[src/rtl/simd_sub_seq.sv]
// simd_sub_seq: multi-cycle packed-SIMD subtractor, c = a - b per lane.
// One 8-bit slice is processed per cycle, and the borrow is chained between
// the slices of a lane. Lanes are 8, 16 or 32 bits wide, and the result
// either wraps or saturates as unsigned or as two's complement.
// Optional feature macro: SIMD_SUB_FLAGS_EN adds the per-slice sat_flags output.
module simd_sub_seq (
    input  logic        clk,
    input  logic        rst_n,
    input  logic        in_valid,
    output logic        in_ready,
    input  logic [31:0] a,
    input  logic [31:0] b,
    input  logic [1:0]  width,
    input  logic        saturate,
    input  logic        is_signed,
    output logic        out_valid,
    input  logic        out_ready,
`ifdef SIMD_SUB_FLAGS_EN
    output logic [3:0]  sat_flags,
`endif
    output logic [31:0] c
);

    localparam int SLICE_W    = 8;
    localparam int NUM_SLICES = 4;

    typedef enum logic [1:0] {
        IDLE = 2'b00,
        BUSY = 2'b01,
        DONE = 2'b10
    } state_t;

    // Index of the top (most significant) slice of the lane that holds slice k.
    function automatic logic [1:0] top_of(input logic [1:0] w, input logic [1:0] k);
        case (w)
            2'b00:   top_of = k;
            2'b01:   top_of = {k[1], 1'b1};
            default: top_of = 2'b11;
        endcase
    endfunction

    // Indicates whether slice k starts a lane. A slice that starts a lane
    // takes no borrow from the slice below it.
    function automatic logic is_low(input logic [1:0] w, input logic [1:0] k);
        case (w)
            2'b00:   is_low = 1'b1;
            2'b01:   is_low = ~k[0];
            default: is_low = (k == 2'b00);
        endcase
    endfunction

    state_t      state_q, state_d;
    logic [1:0]  k_q, k_d;
    logic [31:0] a_q, a_d, b_q, b_d;
    logic [1:0]  w_q, w_d;
    logic        sat_q, sat_d, sgn_q, sgn_d;
    logic        borrow_q, borrow_d;
    logic [31:0] res_q, res_d;
    logic [3:0]  ovf_q, ovf_d;
    logic [31:0] c_q, c_d;
    logic        out_valid_q, out_valid_d;
    logic        in_ready_q, in_ready_d;
`ifdef SIMD_SUB_FLAGS_EN
    logic [3:0]  flags_q, flags_d, flags_s;
`endif

    logic [7:0]  sa_s, sb_s;
    logic        bin_s;
    logic [8:0]  diff_s;
    logic        ovf_slice_s;
    logic [31:0] res_next_s, sat_res_s;
    logic [3:0]  ovf_next_s;
    logic        lane_sat_s;

    // Slice arithmetic, lane saturation and FSM next-state/output logic.
    always_comb begin
        state_d     = state_q;
        k_d         = k_q;
        a_d         = a_q;
        b_d         = b_q;
        w_d         = w_q;
        sat_d       = sat_q;
        sgn_d       = sgn_q;
        borrow_d    = borrow_q;
        res_d       = res_q;
        ovf_d       = ovf_q;
        c_d         = c_q;
        out_valid_d = out_valid_q;
        in_ready_d  = in_ready_q;
`ifdef SIMD_SUB_FLAGS_EN
        flags_d     = flags_q;
        flags_s     = 4'b0000;
`endif
        lane_sat_s  = 1'b0;
        sat_res_s   = 32'h0000_0000;

        // Compute the current slice with 9-bit arithmetic. Bit 8 of the
        // result is the borrow out of the slice.
        sa_s   = a_q[{k_q, 3'b000} +: SLICE_W];
        sb_s   = b_q[{k_q, 3'b000} +: SLICE_W];
        bin_s  = is_low(w_q, k_q) ? 1'b0 : borrow_q;
        diff_s = {1'b0, sa_s} - {1'b0, sb_s} - {8'b0000_0000, bin_s};
        if (sgn_q) begin
            ovf_slice_s = (sa_s[7] != sb_s[7]) && (diff_s[7] != sa_s[7]);
        end else begin
            ovf_slice_s = diff_s[8];
        end

        res_next_s = res_q;
        res_next_s[{k_q, 3'b000} +: SLICE_W] = diff_s[7:0];
        ovf_next_s = ovf_q;
        ovf_next_s[k_q] = (top_of(w_q, k_q) == k_q) && ovf_slice_s;

        // Saturate whole lanes. Every slice checks the overflow flag that
        // was recorded at its lane's top slice.
        for (int i = 0; i < NUM_SLICES; i++) begin
            lane_sat_s = sat_q && ovf_next_s[top_of(w_q, 2'(i))];
            if (!lane_sat_s) begin
                sat_res_s[i*SLICE_W +: SLICE_W] = res_next_s[i*SLICE_W +: SLICE_W];
            end else if (!sgn_q) begin
                sat_res_s[i*SLICE_W +: SLICE_W] = 8'h00;
            end else if (!a_q[{top_of(w_q, 2'(i)), 3'b111}]) begin
                sat_res_s[i*SLICE_W +: SLICE_W] = (top_of(w_q, 2'(i)) == 2'(i)) ? 8'h7F : 8'hFF;
            end else begin
                sat_res_s[i*SLICE_W +: SLICE_W] = (top_of(w_q, 2'(i)) == 2'(i)) ? 8'h80 : 8'h00;
            end
`ifdef SIMD_SUB_FLAGS_EN
            flags_s[i] = lane_sat_s;
`endif
        end

        case (state_q)
            IDLE: begin
                if (in_valid) begin
                    a_d        = a;
                    b_d        = b;
                    w_d        = (width == 2'b11) ? 2'b10 : width;
                    sat_d      = saturate;
                    sgn_d      = is_signed;
                    k_d        = 2'b00;
                    borrow_d   = 1'b0;
                    ovf_d      = 4'b0000;
                    in_ready_d = 1'b0;
                    state_d    = BUSY;
                end else begin
                    in_ready_d = 1'b1;
                end
            end
            BUSY: begin
                res_d    = res_next_s;
                ovf_d    = ovf_next_s;
                borrow_d = diff_s[8];
                k_d      = k_q + 2'b01;
                if (k_q == 2'b11) begin
                    c_d         = sat_res_s;
                    out_valid_d = 1'b1;
                    state_d     = DONE;
`ifdef SIMD_SUB_FLAGS_EN
                    flags_d     = flags_s;
`endif
                end else begin
                    state_d = BUSY;
                end
            end
            DONE: begin
                if (out_ready) begin
                    out_valid_d = 1'b0;
                    in_ready_d  = 1'b1;
                    state_d     = IDLE;
                end else begin
                    state_d = DONE;
                end
            end
            default: begin
                out_valid_d = 1'b0;
                in_ready_d  = 1'b1;
                state_d     = IDLE;
            end
        endcase
    end

    // State and datapath registers. The reset is synchronous and active-low.
    always_ff @(posedge clk) begin
        if (!rst_n) begin
            state_q     <= IDLE;
            k_q         <= 2'b00;
            a_q         <= 32'h0000_0000;
            b_q         <= 32'h0000_0000;
            w_q         <= 2'b00;
            sat_q       <= 1'b0;
            sgn_q       <= 1'b0;
            borrow_q    <= 1'b0;
            res_q       <= 32'h0000_0000;
            ovf_q       <= 4'b0000;
            c_q         <= 32'h0000_0000;
            out_valid_q <= 1'b0;
            in_ready_q  <= 1'b1;
`ifdef SIMD_SUB_FLAGS_EN
            flags_q     <= 4'b0000;
`endif
        end else begin
            state_q     <= state_d;
            k_q         <= k_d;
            a_q         <= a_d;
            b_q         <= b_d;
            w_q         <= w_d;
            sat_q       <= sat_d;
            sgn_q       <= sgn_d;
            borrow_q    <= borrow_d;
            res_q       <= res_d;
            ovf_q       <= ovf_d;
            c_q         <= c_d;
            out_valid_q <= out_valid_d;
            in_ready_q  <= in_ready_d;
`ifdef SIMD_SUB_FLAGS_EN
            flags_q     <= flags_d;
`endif
        end
    end

    assign c         = c_q;
    assign out_valid = out_valid_q;
    assign in_ready  = in_ready_q;
`ifdef SIMD_SUB_FLAGS_EN
    assign sat_flags = flags_q;
`endif

endmodule

[config.mk]
export PLATFORM = sky130hd
export DESIGN_NAME = simd_sub_seq
export DESIGN_NICKNAME = d
export VERILOG_FILES = /design/src/rtl/simd_sub_seq.sv
export SDC_FILE = /design/constraint.sdc
export NUM_CORES = 1
export LEC_CHECK = 0
export ABC_AREA = 1
export BUFFER_PORTS_ARGS = -buffer_cell sky130_fd_sc_hd__buf_2
export CAP_MARGIN = 40
export CORE_MARGIN = 8
export CORE_UTILIZATION = 50
export DETAILED_ROUTE_END_ITERATION = 10
export GPL_TIMING_DRIVEN = 0
export PLACE_DENSITY = 0.68
export SLEW_MARGIN = 20
export SYNTH_ARGS = -nofsm -noshare
export SYNTH_HDL_FRONTEND = slang
export SYNTH_SLANG_ARGS = --single-unit
[constraint.sdc]
create_clock -name clk -period 5.6 [get_ports clk]
set_clock_uncertainty 0.05 [all_clocks]
set_input_delay 0.84 -clock clk [delete_from_list [all_inputs] [get_ports clk]]
set_output_delay 0.84 -clock clk [all_outputs]
set_load 0.05 [all_outputs]
==> impl_metrics.toml, run 1 <==
[critical_path]
cp_cell_sequence = "buf_6 > clkbuf_1 > clkbuf_1 > buf_1 > o21ai_0 > o22ai_1 > fa_1 > inv_1 > fa_1 > o21ai_2 > nand2_1 > nand2_1 > nand2_1 > or2_1 > nand3_1 > nand2_1 > inv_1 > nand3_1 > nand3_1 > nand3_1 > nand2_1 > nand3_1 > nand2_1 > inv_1"
slowest_stage = "buf_1"
worstReg2RegEnd = "c[16]$_SDFFE_PN0P_"
worst_r2r_path_depth = 24
cp-start-kind = "register"
worstPathArrival_ns = 5.27
worstPathRequired_ns = 5.88
max_stage_delay_ns = 0.44
worstSetupPathType = "register to register"
rr_startpoint = "k_q[0]$_SDFFE_PN0P_"
worstPathMaxFanout = 10
reg2reg_slack_ns = 0.61
cpMostUsedCell = "nand2_1"
cp-end-kind = "register"

[die]
start_util_pct = 51.1
die_area_um2 = 18200
ioPinCount = 106
core.rowCount = 43
core_region_area_um2 = 13800
die_w_um = 135
fp.dieH_um = 135

[logic_synthesis]
synth.cell_area_um2 = 7070
synth.most_common_cell = "nor2_1"
ys_ff_latch = 143
synth_edf_count = 0
ys_types = 40
synth_top_area_cell = "dfxtp_1"
yosysWarnings = 0
syn_avg_cell_area_um2 = 6.99
synthTopCellsByCount = "nor2_1 (177), dfxtp_1 (143), o21ai_0 (130)"
synth-seq-area-share_pct = 40.5
syn_nets = 1103
ys.flop_type = "dfxtp_1"
synth-async-reset-ratio_pct = 0
synthTopCellsByArea = "dfxtp_1 (41%), nor2_1 (9.4%), o21ai_0 (9.2%), inv_1 (6.9%), nand2_1 (6.9%)"
synthCells = 1011
synth_top_cell_area_share_pct = 40.5

[clocking]
h-tree-depth = 4
clk_pin_slew_worst_paths_ns = 0.06
clk_path_buf_depth = 2
ctsHoldBuffers = 0
cts_setup_buffers = 0
cts_buffers = 17
cts_num_sinks = 143
cts_tree = "built"
cts.repair.resized = 0
clockRootBuffer = "clkbuf_16"
clock_latency_ns = 0.43

[global_route]
grt_use_total_pct = 22.3
antenna_found_initial = 0
grt_overflow_total = 0
grtUsageMet2_pct = 37.5
grt_pass1_vias = 6524
grt_pass1_wl_um = 32400
met3_usage_pct = 4.98
use_met1_pct = 27.2
grt_max_degree = 17
busiest_layer = "met2"

[finish]
area_growth_pct = 18.3
finalNonFillerCells = 1326
stdcell_area_um2 = 8360
drive_gt1_share_pct = 14.2
nNetsFinal = 1226
diodes = 0
postLayoutCoreUtil_pct = 60.5

[timing]
fmax_ghz = 0.200
report.final.setup_viol = 0
maxSlewHeadroom_pct = 51.3
rsz0062_at_grt = "no"
tns_ns = 0
layout_min_cycle_time_ns = 4.99
finalMaxSlewViolations = 0
tightestPinTransition_ns = 0.725
hold_viol_final = 0
timing.final.crit_share_pct = 89.1
setup_slack_ns = 0.612

[power]
leakagePower_uw = 0.00395
irDropWorstVdd_v = 0.000225
power.density_nw_per_um2 = 347

[placement]
place_ws_ns = 0.629
place_hpwl_um = 15100
portBuffers = 104
placed_area_um2 = 7810
place.gp.congestion = 0.892
numPlacedInstances = 1295

[drt]
vias = 6883
first_pass_iters = 5
vias_per_cell = 5.19
wl_um = 20000
drc = 0
routedWlPerCell_um = 15.1
drtIter0Drc = 570
antenna_left = 0

[flow_run]
cap_viol_max_count = 0

[run_status]
outcome = "finished, final reports clean"

[hold_path]
whs_path_depth = 2
hold_end = "ovf_q[0]$_SDFFE_PN0P_"
worst_hold_path_type = "register to register"
hold_path.startpoint = "ovf_q[0]$_SDFFE_PN0P_"
critical path: cells and delay by family (launching register included):
family                     cells  cell delay, ns
AOI/OAI and AO/OA              3            0.59
and+or+nand+nor               12            1.52
buffers and inverters          7            1.64
DFF                            1            0.41
adders and majority gates      2            0.66
per-stage QoR:
step	power (uW)	hold slack (ns)
2_1_floorplan	1650	0.391
3_3_place_gp	1830	0.401
3_5_place_dp	1840	0.408
4_1_cts	2900	0.417
5_1_grt	3050	0.446
6_report	2900	0.416
per-layer routing:
layer	vias up	part of all wire, %
met1	3105	45
met5	-	0
met2	205	48
li1	3540	-
met3	33	5.4
met4	0	2.5
state kept, by name (all words and copies together) (netlist names):
| name | flops |
|---|---|
| a_q | 32 |
| out_valid | 1 |
| in_ready | 1 |
| sgn_q | 1 |
| state_q | 2 |
| k_q | 2 |
| w_q | 2 |
| c | 32 |
| b_q | 32 |
| ovf_q | 4 |
| sat_q | 1 |
| res_q | 32 |
| borrow_q | 1 |
cell families after synthesis:
kind of cell	synth area share (%)
and+or+nand+nor	22.4
AOI/OAI and AO/OA	22.0
buffers and inverters	10.7
DFF	40.5
xor gates and xnor gates	0.620
adders and majority gates	3.75
cell usage in the layout, fill, tap and decap left out, drive strengths merged:
cell type / synthesis / final
xor2: 3 / 3
nor3: 4 / 4
nand3: 49 / 49
nand3b: 1 / 1
o21a: 14 / 14
o211ai: 10 / 10
clkinvlp: 0 / 2
fa: 2 / 2
o21bai: 1 / 1
a32oi: 1 / 1
a211oi: 2 / 2
and2: 1 / 1
a31oi: 2 / 2
xnor2: 2 / 2
clkinv: 0 / 5
clkbuf: 41 / 63
bufinv: 0 / 1
nor2: 177 / 177
a32o: 7 / 7
o22ai: 32 / 32
o21ai: 132 / 132
buf: 21 / 125
ha: 18 / 18
nand2: 139 / 139
a21oi: 60 / 60
inv: 133 / 134
or2: 1 / 1
o32ai: 2 / 2
a21boi: 8 / 8
nand4: 4 / 4
dfxtp: 143 / 143
a22oi: 1 / 1
worst max-delay path by stage:
stage	start	end	slack [ns]	depth (start not counted)
2_1_floorplan	k_q[0]$_SDFFE_PN0P_	c[7]$_SDFFE_PN0P_	1.60	25
3_3_place_gp	k_q[0]$_SDFFE_PN0P_	c[16]$_SDFFE_PN0P_	0.67	24
3_5_place_dp	k_q[0]$_SDFFE_PN0P_	c[16]$_SDFFE_PN0P_	0.63	24
4_1_cts	k_q[0]$_SDFFE_PN0P_	c[16]$_SDFFE_PN0P_	0.61	24
5_1_grt	k_q[0]$_SDFFE_PN0P_	c[16]$_SDFFE_PN0P_	0.22	24
6_report	k_q[0]$_SDFFE_PN0P_	c[16]$_SDFFE_PN0P_	0.61	24
where the power goes:
group	total, uW	internal [uW]	leakage [uW]	switching, uW
Combinational	708	246	0.00251	462
Sequential	1120	1090	0.00117	35.3
Clock	1070	631	0.000266	437
area by class of cell:
class | count | area [um2]
Fill cell | 1408 | 5460
Multi-Input combinational cell | 673 | 3450
Sequential cell | 143 | 2860
Timing Repair Buffer | 104 | 520
Inverter | 133 | 504
Clock buffer | 22 | 464
Buffer | 62 | 254
Tap cell | 180 | 225
Clock inverter | 9 | 86.3
Note: power is estimated with default switching activity, not from simulation.
==> run 2, diff against run 1 <==
BUFFER_PORTS_ARGS = -buffer_cell sky130_fd_sc_hd__buf_4   (was -buffer_cell sky130_fd_sc_hd__buf_2)
PLACE_DENSITY = 0.69   (was 0.68)
==> impl_metrics.toml, run 2 (synthesis results as in run 1) <==
[clocking]
cts_buffers = 17
clk_path_buf_depth = 2
cts_setup_buffers = 0
ctsHoldBuffers = 0
clockRootBuffer = "clkbuf_16"
cts_num_sinks = 143
cts_tree = "built"
cts.repair.resized = 0
clk_pin_slew_worst_paths_ns = 0.06
h-tree-depth = 4
clock_latency_ns = 0.43

[flow_run]
cap_viol_max_count = 0

[critical_path]
cp_top_family = "buffers and inverters"
worstSetupPathType = "register to register"
max_stage_delay_ns = 0.45
cp_cell_sequence = "buf_6 > clkbuf_1 > clkbuf_1 > buf_1 > o21ai_0 > o22ai_1 > fa_1 > inv_1 > fa_1 > o21ai_2 > nand2_1 > nand2_1 > nand2_1 > or2_1 > nand3_1 > nand2_1 > inv_1 > nand3_1 > nand3_1 > nand3_1 > nand2_1 > nand3_1 > a21oi_1"
cp-end-kind = "register"
worstPathMaxFanout = 10
crit_buf_inv = 6
slowest_stage = "fa_1"
cp-start-kind = "register"
worstPathRequired_ns = 5.91
worstPathArrival_ns = 5.40

[global_route]
grt_pass1_vias = 6739
grt_max_degree = 17
grt_pass1_wl_um = 33300
antenna_found_initial = 0
grt_use_total_pct = 22.8
grt_overflow_total = 0

[die]
core_region_area_um2 = 13800
ioPinCount = 106
start_util_pct = 51.1
die_w_um = 135
die_area_um2 = 18200
fp.dieH_um = 135
core.rowCount = 43

[timing]
fmax_ghz = 0.196
report.final.setup_viol = 0
timing.final.crit_share_pct = 90.9
tns_ns = 0
hold_viol_final = 0
layout_min_cycle_time_ns = 5.09
finalMaxSlewViolations = 0
maxSlewHeadroom_pct = 50.9
rsz0062_at_grt = "no"
tightestPinTransition_ns = 0.734

[drt]
antenna_left = 0
vias_per_cell = 5.25
first_pass_iters = 6
vias = 6963
wl_um = 20400
routedWlPerCell_um = 15.4
drtIter0Drc = 500
drc = 0

[finish]
area_growth_pct = 23.2
layout_commonest_cell = "nor2_1"
layout.cells.most_common_list = "nor2_1 (177), dfxtp_1 (143), o21ai_0 (130)"
fill_cells = 1297
drive_gt1_share_pct = 14.6
postLayoutCoreUtil_pct = 63.0
diodes = 0
nNetsFinal = 1226

[power]
power.density_nw_per_um2 = 354
power_uw = 3080
leakagePower_uw = 0.00405
irDropWorstVdd_v = 0.000213

[hold_path]
worst_hold_path_type = "register to register"

[placement]
portBuffers = 104
place.gp.congestion = 0.899
place_hpwl_um = 15300

[run_status]
outcome = "finished, final reports clean"
## run 2: cell count changes in the layout (fill, tap and decap cells not counted), sizes merged
cell    change
clkinv      -1
bufinv      +3
inv         +4
clkbuf      -5
## run 2: tightest hold or removal path, stage by stage (launching register included)
cell     delay [ns]
dfxtp_1        0.31
nand2_1        0.06
a21oi_1        0.06
## run 2: worst paths after layout
path / slack [ns] / cells after the start / start / endpoint
max: 0.51 / 23 / k_q[0]$_SDFFE_PN0P_ / c[23]$_SDFFE_PN0P_
min: 0.41 / 2 / borrow_q$_SDFFE_PN0P_ / borrow_q$_SDFFE_PN0P_
max reg2reg: 0.51 / 23 / k_q[0]$_SDFFE_PN0P_ / c[23]$_SDFFE_PN0P_
min reg2reg: 0.41 / 2 / borrow_q$_SDFFE_PN0P_ / borrow_q$_SDFFE_PN0P_
## run 2: per-stage QoR
| stage | cell area, um2 | setup WS (ns) | std cells | hold WS [ns] |
|---|---|---|---|---|
| after detailed placement | 8070 | 0.596 | 1295 | 0.406 |
| after floorplan | 7070 | 1.60 | 1011 | 0.391 |
| after global routing | 8700 | 0.125 | 1327 | 0.435 |
| final | 8700 | 0.510 | 1327 | 0.413 |
| after CTS | 8700 | 0.567 | 1327 | 0.418 |
| after global placement | 8070 | 0.688 | 1295 | 0.402 |
## run 2: layout make-up
class                           count  area [um2]  area share [%]
Timing Repair Buffer              104         781            8.97
Tap cell                          180         225            2.59
Sequential cell                   143        2860            32.9
Clock inverter                     15         206            2.37
Buffer                             62         254            2.92
Inverter                          133         504            5.79
Multi-Input combinational cell    673        3450            39.6
Clock buffer                       17         425            4.89
## run 2: report_power, final
group | switching [uW] | internal (uW) | leakage, uW
logic | 466 | 261 | 0.00257
clock network | 475 | 752 | 0.000305
registers | 36.6 | 1090 | 0.00117
total | 978 | 2100 | 0.00405
## run 2: per-layer routing
metal  share of wire [%]  routed length, um  GRT usage, %  up-vias
li1                    -                  -             -     3539
met1                  45               9240          27.9     3171
met2                  47               9580          37.8      214
met3                 4.7                960          4.42       39
met4                 2.9                585          10.4        0
met5                   0                  0             0        -
